**src/rtl/alu_collect_pkg.sv**
```systemverilog
// -----------------------------------------------------------------------------
// alu_collect_pkg
// Shared definitions for the ALU result collector:
//   - unit code constants (arith/logic/cmp/shift)
//   - layout of the per-entry header (optional tag, unit code, carry)
//   - HDR_W: header width (3, or 7 when ALU_COLLECT_TAG_EN is defined)
// A stored FIFO entry is {entry_hdr_t, data[WIDTH-1:0]}, i.e. WIDTH+HDR_W bits.
// Optional feature macro: ALU_COLLECT_TAG_EN (adds a 4-bit sequence tag).
// -----------------------------------------------------------------------------
package alu_collect_pkg;

    localparam int UNIT_W = 2;
    localparam int TAG_W  = 4;

    localparam logic [1:0] UNIT_ARITH = 2'b00;
    localparam logic [1:0] UNIT_LOGIC = 2'b01;
    localparam logic [1:0] UNIT_CMP   = 2'b10;
    localparam logic [1:0] UNIT_SHIFT = 2'b11;

    typedef struct packed {
`ifdef ALU_COLLECT_TAG_EN
        logic [TAG_W-1:0]  tag;
`endif
        logic [UNIT_W-1:0] unit;
        logic              carry;
    } entry_hdr_t;

    localparam int HDR_W = $bits(entry_hdr_t);

    // Full entry width for a given data width.
    function automatic int entry_w(input int width);
        return width + HDR_W;
    endfunction

endpackage

```
**src/rtl/alu_collect_fifo.sv**
```systemverilog
// -----------------------------------------------------------------------------
// alu_collect_fifo
// Show-ahead FIFO: the head entry is visible on rd_data whenever the FIFO is
// non-empty, and rd_data reads 0 when empty.
// Ports:
//   clk, rst_n      clock, asynchronous active-low reset
//   push, wr_data   write request and entry (ignored when full without pop)
//   pop             remove head entry (ignored when empty)
//   rd_data         head entry, 0 when empty
//   full, empty     occupancy status
//   count           occupancy, 0..DEPTH
// -----------------------------------------------------------------------------
module alu_collect_fifo #(
    parameter int W     = 19,
    parameter int DEPTH = 4
) (
    input  logic                     clk,
    input  logic                     rst_n,
    input  logic                     push,
    input  logic                     pop,
    input  logic [W-1:0]             wr_data,
    output logic [W-1:0]             rd_data,
    output logic                     full,
    output logic                     empty,
    output logic [$clog2(DEPTH):0]   count
);

    localparam int PTR_W = $clog2(DEPTH);
    localparam int CNT_W = PTR_W + 1;

    logic [W-1:0]     mem_q [DEPTH];
    logic [W-1:0]     mem_d [DEPTH];
    logic [PTR_W-1:0] wr_ptr_q, wr_ptr_d;
    logic [PTR_W-1:0] rd_ptr_q, rd_ptr_d;
    logic [CNT_W-1:0] count_q,  count_d;
    logic             push_ok_s;
    logic             pop_ok_s;

    assign empty   = (count_q == {CNT_W{1'b0}});
    assign full    = (count_q == CNT_W'(DEPTH));
    assign count   = count_q;
    assign rd_data = empty ? {W{1'b0}} : mem_q[rd_ptr_q];

    // Qualify requests: a push into a full FIFO only lands if a pop frees a slot.
    assign pop_ok_s  = pop & ~empty;
    assign push_ok_s = push & (~full | pop_ok_s);

    // Next-state for storage, pointers (wrap naturally, DEPTH is 2^n) and count.
    always_comb begin
        mem_d    = mem_q;
        wr_ptr_d = wr_ptr_q;
        rd_ptr_d = rd_ptr_q;
        count_d  = count_q;
        if (push_ok_s) begin
            mem_d[wr_ptr_q] = wr_data;
            wr_ptr_d        = wr_ptr_q + PTR_W'(1'b1);
        end else begin
            wr_ptr_d = wr_ptr_q;
        end
        if (pop_ok_s) begin
            rd_ptr_d = rd_ptr_q + PTR_W'(1'b1);
        end else begin
            rd_ptr_d = rd_ptr_q;
        end
        case ({push_ok_s, pop_ok_s})
            2'b10:   count_d = count_q + CNT_W'(1'b1);
            2'b01:   count_d = count_q - CNT_W'(1'b1);
            default: count_d = count_q;
        endcase
    end

    // State registers; reset discards all stored entries.
    always_ff @(posedge clk or negedge rst_n) begin
        if (!rst_n) begin
            for (int i = 0; i < DEPTH; i++) begin
                mem_q[i] <= {W{1'b0}};
            end
            wr_ptr_q <= {PTR_W{1'b0}};
            rd_ptr_q <= {PTR_W{1'b0}};
            count_q  <= {CNT_W{1'b0}};
        end else begin
            mem_q    <= mem_d;
            wr_ptr_q <= wr_ptr_d;
            rd_ptr_q <= rd_ptr_d;
            count_q  <= count_d;
        end
    end

endmodule

```
**src/rtl/alu_result_collector.sv**
```systemverilog
// -----------------------------------------------------------------------------
// alu_result_collector
// Collects the four ALU unit results, tags the single active one with its unit
// code, buffers it in a show-ahead FIFO and presents it over valid/ready.
// Ports:
//   CLK, RST                    clock, asynchronous active-low reset
//   *_OUT/*_Out, *_Flag         unit results and their valid flags
//   Carry_OUT                   arithmetic carry (stored for arith entries only)
//   Res_Ready                   consumer accepts head entry
//   Clr_Err                     clears sticky error bits (new errors win)
//   Res_Valid/Data/Carry/Unit   head entry, all 0 when empty
//   Res_Tag                     head sequence tag (only with ALU_COLLECT_TAG_EN)
//   Fifo_Count                  occupancy
//   Overflow, Multi_Flag_Err    sticky error flags
// Optional feature macro: ALU_COLLECT_TAG_EN.
// -----------------------------------------------------------------------------
module alu_result_collector
    import alu_collect_pkg::*;
#(
    parameter int WIDTH = 16,
    parameter int DEPTH = 4
) (
    input  logic                   CLK,
    input  logic                   RST,
    input  logic [WIDTH-1:0]       Arith_OUT,
    input  logic                   Carry_OUT,
    input  logic                   Arith_Flag,
    input  logic [WIDTH-1:0]       Logic_Out,
    input  logic                   Logic_Flag,
    input  logic [WIDTH-1:0]       CMP_OUT,
    input  logic                   CMP_Flag,
    input  logic [WIDTH-1:0]       Shift_OUT,
    input  logic                   Shift_Flag,
    input  logic                   Res_Ready,
    input  logic                   Clr_Err,
    output logic                   Res_Valid,
    output logic [WIDTH-1:0]       Res_Data,
    output logic                   Res_Carry,
    output logic [1:0]             Res_Unit,
`ifdef ALU_COLLECT_TAG_EN
    output logic [3:0]             Res_Tag,
`endif
    output logic [$clog2(DEPTH):0] Fifo_Count,
    output logic                   Overflow,
    output logic                   Multi_Flag_Err
);

    localparam int ENTRY_W = entry_w(WIDTH);

    logic               push_req_s;
    logic               multi_s;
    logic [1:0]         unit_s;
    logic [WIDTH-1:0]   data_s;
    logic               carry_s;
    logic               pop_s;
    logic               push_acc_s;
    logic               full_s;
    logic               empty_s;
    entry_hdr_t         wr_hdr_s;
    entry_hdr_t         head_hdr_s;
    logic [ENTRY_W-1:0] head_s;
    logic               overflow_q, overflow_d;
    logic               multi_err_q, multi_err_d;

    // Select the single active unit; any multi-flag pattern is an error, no push.
    always_comb begin
        push_req_s = 1'b0;
        multi_s    = 1'b0;
        unit_s     = UNIT_ARITH;
        data_s     = {WIDTH{1'b0}};
        carry_s    = 1'b0;
        case ({Arith_Flag, Logic_Flag, CMP_Flag, Shift_Flag})
            4'b0000: push_req_s = 1'b0;
            4'b1000: begin
                push_req_s = 1'b1;
                unit_s     = UNIT_ARITH;
                data_s     = Arith_OUT;
                carry_s    = Carry_OUT;
            end
            4'b0100: begin
                push_req_s = 1'b1;
                unit_s     = UNIT_LOGIC;
                data_s     = Logic_Out;
            end
            4'b0010: begin
                push_req_s = 1'b1;
                unit_s     = UNIT_CMP;
                data_s     = CMP_OUT;
            end
            4'b0001: begin
                push_req_s = 1'b1;
                unit_s     = UNIT_SHIFT;
                data_s     = Shift_OUT;
            end
            default: multi_s = 1'b1;
        endcase
    end

    assign pop_s      = ~empty_s & Res_Ready;
    assign push_acc_s = push_req_s & (~full_s | pop_s);

`ifdef ALU_COLLECT_TAG_EN
    logic [3:0] tag_cnt_q, tag_cnt_d;

    // Tag counter advances only on pushes that actually enter the FIFO.
    always_comb begin
        if (push_acc_s) begin
            tag_cnt_d = tag_cnt_q + 4'd1;
        end else begin
            tag_cnt_d = tag_cnt_q;
        end
    end

    // Tag counter register.
    always_ff @(posedge CLK or negedge RST) begin
        if (!RST) begin
            tag_cnt_q <= 4'd0;
        end else begin
            tag_cnt_q <= tag_cnt_d;
        end
    end

    assign wr_hdr_s.tag = tag_cnt_q;
    assign Res_Tag      = head_hdr_s.tag;
`endif

    assign wr_hdr_s.unit  = unit_s;
    assign wr_hdr_s.carry = carry_s;

    alu_collect_fifo #(
        .W     (ENTRY_W),
        .DEPTH (DEPTH)
    ) u_fifo (
        .clk     (CLK),
        .rst_n   (RST),
        .push    (push_acc_s),
        .pop     (pop_s),
        .wr_data ({wr_hdr_s, data_s}),
        .rd_data (head_s),
        .full    (full_s),
        .empty   (empty_s),
        .count   (Fifo_Count)
    );

    // FIFO read data is already zero when empty, so the head fields follow.
    assign head_hdr_s = head_s[ENTRY_W-1:WIDTH];
    assign Res_Valid  = ~empty_s;
    assign Res_Data   = head_s[WIDTH-1:0];
    assign Res_Carry  = head_hdr_s.carry;
    assign Res_Unit   = head_hdr_s.unit;

    // Sticky error next-state: a new error in the clear cycle stays set.
    always_comb begin
        overflow_d  = (push_req_s & full_s & ~pop_s) | (overflow_q & ~Clr_Err);
        multi_err_d = multi_s | (multi_err_q & ~Clr_Err);
    end

    // Sticky error registers.
    always_ff @(posedge CLK or negedge RST) begin
        if (!RST) begin
            overflow_q  <= 1'b0;
            multi_err_q <= 1'b0;
        end else begin
            overflow_q  <= overflow_d;
            multi_err_q <= multi_err_d;
        end
    end

    assign Overflow       = overflow_q;
    assign Multi_Flag_Err = multi_err_q;

endmodule
```
**config.mk**
```make
export PLATFORM = sky130hd
export DESIGN_NAME = alu_result_collector
export DESIGN_NICKNAME = d
export VERILOG_FILES = /design/src/rtl/alu_collect_pkg.sv /design/src/rtl/alu_collect_fifo.sv /design/src/rtl/alu_result_collector.sv
export SDC_FILE = /design/constraint.sdc
export NUM_CORES = 1
export LEC_CHECK = 0
export CORE_ASPECT_RATIO = 0.7
export CORE_MARGIN = 2
export CORE_UTILIZATION = 52
export DETAILED_ROUTE_END_ITERATION = 8
export PLACE_DENSITY = 0.81
export SLEW_MARGIN = 20
export SYNTH_ARGS = -nofsm -noshare
export SYNTH_HDL_FRONTEND = slang
export SYNTH_SLANG_ARGS = --single-unit
```
**constraint.sdc**
```tcl
create_clock -name CLK -period 2.87 [get_ports CLK]
set_clock_uncertainty 0.05 [all_clocks]
set_input_delay 0.287 -clock CLK [delete_from_list [all_inputs] [get_ports CLK]]
set_output_delay 0.287 -clock CLK [all_outputs]
set_load 0.05 [all_outputs]
```
==> reports/qor.txt <==
worst hold start: u_fifo.mem_q[35]$_DFFE_PN0P_
DRT antenna net count: 0
Hold Path Stages: 1
clk_lat worst skew: 0.34 ns
Syn Nets: 415
period utilisation layout: 0.8563
Distinct cells, synth: 30
# Post-CTS Setup Buffers: 0
setup TNS: 0 ns
filler cell count: 624
R2R Path Start: u_fifo.count[1]$_DFFE_PN0P_
Hold Crit Class: flip-flop to flip-flop
outcome: finished clean
post-synth top area share: 0.4581
total CTS buffers: 9
vias in the first global route: 3,472
layout cells sized above 1: 0.3628
Synth Register Bits: 85
Yosys top cell by area: dfrtp_1
Req. time, crit path: 3.09 ns
Post-DP HPWL: 7876 um
area growth from synthesis to layout: 30.05%
Placer Congestion: 0.8083
MaxCap Viol Count: 0
RSZ-0062 raised after global routing: false
maximum fanout along the worst path: 6
Core Area: 8548 um2
CP Class: flip-flop to flip-flop
I/O pin count: 98
Die Footprint: 9713 um2
R2R depth: 10
first-pass GRT wire length: 18,330 um
ant diodes: 0
Root Buffer Master: clkbuf_16
CP Launch Type: flip-flop
Final min period: 2.458 ns
Seq/Total Area, Yosys: 0.4581
final setup margin: 0.4123 ns
routed wire length: 11,650 um
Setup Viol. Count Final: 0
Pwr Density: 1014 nW/um2
grt ovf: 0
Syn Inst Count: 336
Peak supply drop: 647.3 uV
initial antenna violation count: 0
max-slew violation count: 0
Avg Inst Size Synth: 13.82 um2
final net count: 515
First-pass DRT Iterations: 4
DRC viols: 0
Clock transition at path regs: 0.06 ns
CTS sink cnt: 85
Slew @ Worst Pin: 0.7620 ns
Worst slew margin: 0.4920
pin count of the biggest net entering global routing: 86
DR vias: 3,238
Worst R2R Setup Slack: 0.41 ns
Die Wd: 116.9 um
1st-iter DRT viols: 200
Row Count: 28
CTS tree: built
die height: 83.06 um
pre-CTS setup slack: 0.1577 ns
hold path endpoint: u_fifo.mem_q[35]$_DFFE_PN0P_
vias per inst: 5.772
Yosys warnings: 0
Hold Vio Cnt, Final: 0
final hold slack: 0.4579 ns
synth top area cells: dfrtp_1 46%, mux2_4 13%, mux4_2 9.2%
Post-CTS Resized: 0
CTS Buffer Depth: 2
CP Capture Type: flip-flop
H-tree depth: 3
Static Leak: 2.690 nW
Reg2Reg Capture Point: u_fifo.count[2]$_DFFE_PN0P_
WL/cell: 20.77 um
maximum clock frequency: 0.4069 GHz
Syn Std Cell Area: 4643 um2
IO Port Bufs: 97
initial cell density of the core: 0.5432
all-layer global routing usage: 0.2549
critical path arrival: 2.67 ns
## power by group
part | total, mW | leakage [nW] | internal (mW) | switching (mW)
registers | 2.10 | 1.14 | 1.74 | 0.362
clock network | 1.11 | 0.127 | 0.614 | 0.495
logic | 2.91 | 1.43 | 1.46 | 1.44
## per-stage QoR
step	util	power, mW	cells	cell area (um2)
finish	0.7064	6.120	561	6038
global route	0.7064	6.439	561	6038
CTS	0.7048	6.171	560	6025
detailed placement	0.6713	5.031	544	5738
global placement	0.6713	4.913	544	5738
floorplan	-	4.161	336	4643
## cell type report
class | count | area (um2) | share of cell area
Clock inverter | 6 | 47.55 | 0.007874
Clock buffer | 10 | 239.0 | 0.03958
Tap cell | 120 | 150.1 | 0.02487
Sequential cell | 85 | 2127 | 0.3523
Timing Repair Buffer | 114 | 1117 | 0.1850
Multi-Input combinational cell | 217 | 2323 | 0.3848
Inverter | 9 | 33.78 | 0.005595
## worst max path at each step
stage | startpoint | end | slack [ns]
after detailed placement | Shift_Flag | u_fifo.count[2]$_DFFE_PN0P_ | 0.16
after CTS | u_fifo.rd_ptr_q[0]$_DFFE_PN0P_ | Res_Unit[1] | 0.35
after floorplan | u_fifo.count[0]$_DFFE_PN0P_ | u_fifo.count[2]$_DFFE_PN0P_ | 0.33
final | u_fifo.count[1]$_DFFE_PN0P_ | u_fifo.count[2]$_DFFE_PN0P_ | 0.41
after global routing | u_fifo.count[0]$_DFFE_PN0P_ | u_fifo.count[2]$_DFFE_PN0P_ | 0.25
after global placement | Res_Ready | u_fifo.count[2]$_DFFE_PN0P_ | 0.27
## Yosys cell counts
cell type  number
a22oi_1        32
a22oi_4         1
mux2_4         40
or3_2           1
and3_2          1
buf_8           4
dfrtp_1        85
mux2i_1         1
buf_4           3
or4b_1          1
ha_1            5
nor2b_1         8
inv_1           9
or2_2           4
xnor2_1         3
and2_1         21
clkbuf_1        9
mux2_2         37
mux4_2         19
xor2_1          5
nand2_1         5
o21ba_2         1
nor2_1          7
o22ai_1        18
buf_1           2
a21oi_1         1
nor2_4          4
fa_1            1
nor3_1          1
buf_2           7
## worst max-delay path, cell delays in order (launching register included)
cell and delay [ns]:
dfrtp_1 0.41, or4b_1 0.64, inv_1 0.10, nor2_1 0.09
inv_1 0.08, ha_1 0.17, inv_1 0.06, fa_1 0.37
xor2_1 0.15, nor2_1 0.11, xor2_1 0.16
## sequential cells by signal, indices dropped and copies added (netlist names)
register / count
Multi_Flag_Err: 1
Overflow: 1
u_fifo.count: 3
u_fifo.mem_q: 76
u_fifo.rd_ptr_q: 2
u_fifo.wr_ptr_q: 2
## cell usage in the layout (no fill, tap or decap), types with 7 or more instances in the layout
| cell | Yosys | routed |
|---|---|---|
| mux2_4 | 40 | 40 |
| dfrtp_1 | 85 | 85 |
| nor2b_1 | 8 | 8 |
| mux4_2 | 19 | 19 |
| nor2_1 | 7 | 7 |
| clkdlybuf4s50_1 | 0 | 77 |
| a22oi_1 | 32 | 32 |
| mux2_2 | 37 | 37 |
| and2_1 | 21 | 21 |
| o22ai_1 | 18 | 18 |
| buf_4 | 3 | 30 |
| clkbuf_16 | 0 | 9 |
| inv_1 | 9 | 9 |
## metal layers
layer  GRT usage  share of wire
met5           0              0
met4     0.08877         0.0075
met3     0.05985          0.074
met2      0.4104           0.50
met1      0.3395           0.42
## timing repair
item | 4_1_cts | 5_1_grt
hold buffers | 0 | 1
setup endpoints to repair | 0 | 0
endpoints found under the hold margin | 0 | 5
## logic make-up (layout without fill, tap and decap cells)
family,count (synthesis),after routing,share of synthesized area
AO/OA/AOI/OAI,53,53,0.08380
XOR/XNOR,8,8,0.01509
adder cells (fa/ha/maj),6,6,0.01779
buffers and inverters,34,139,0.04150
flip-flops,85,85,0.4581
multiplexers,97,97,0.3134
AND/OR/NAND/NOR,53,53,0.07033
No activity file was read; power rests on OpenSTA's default activity.
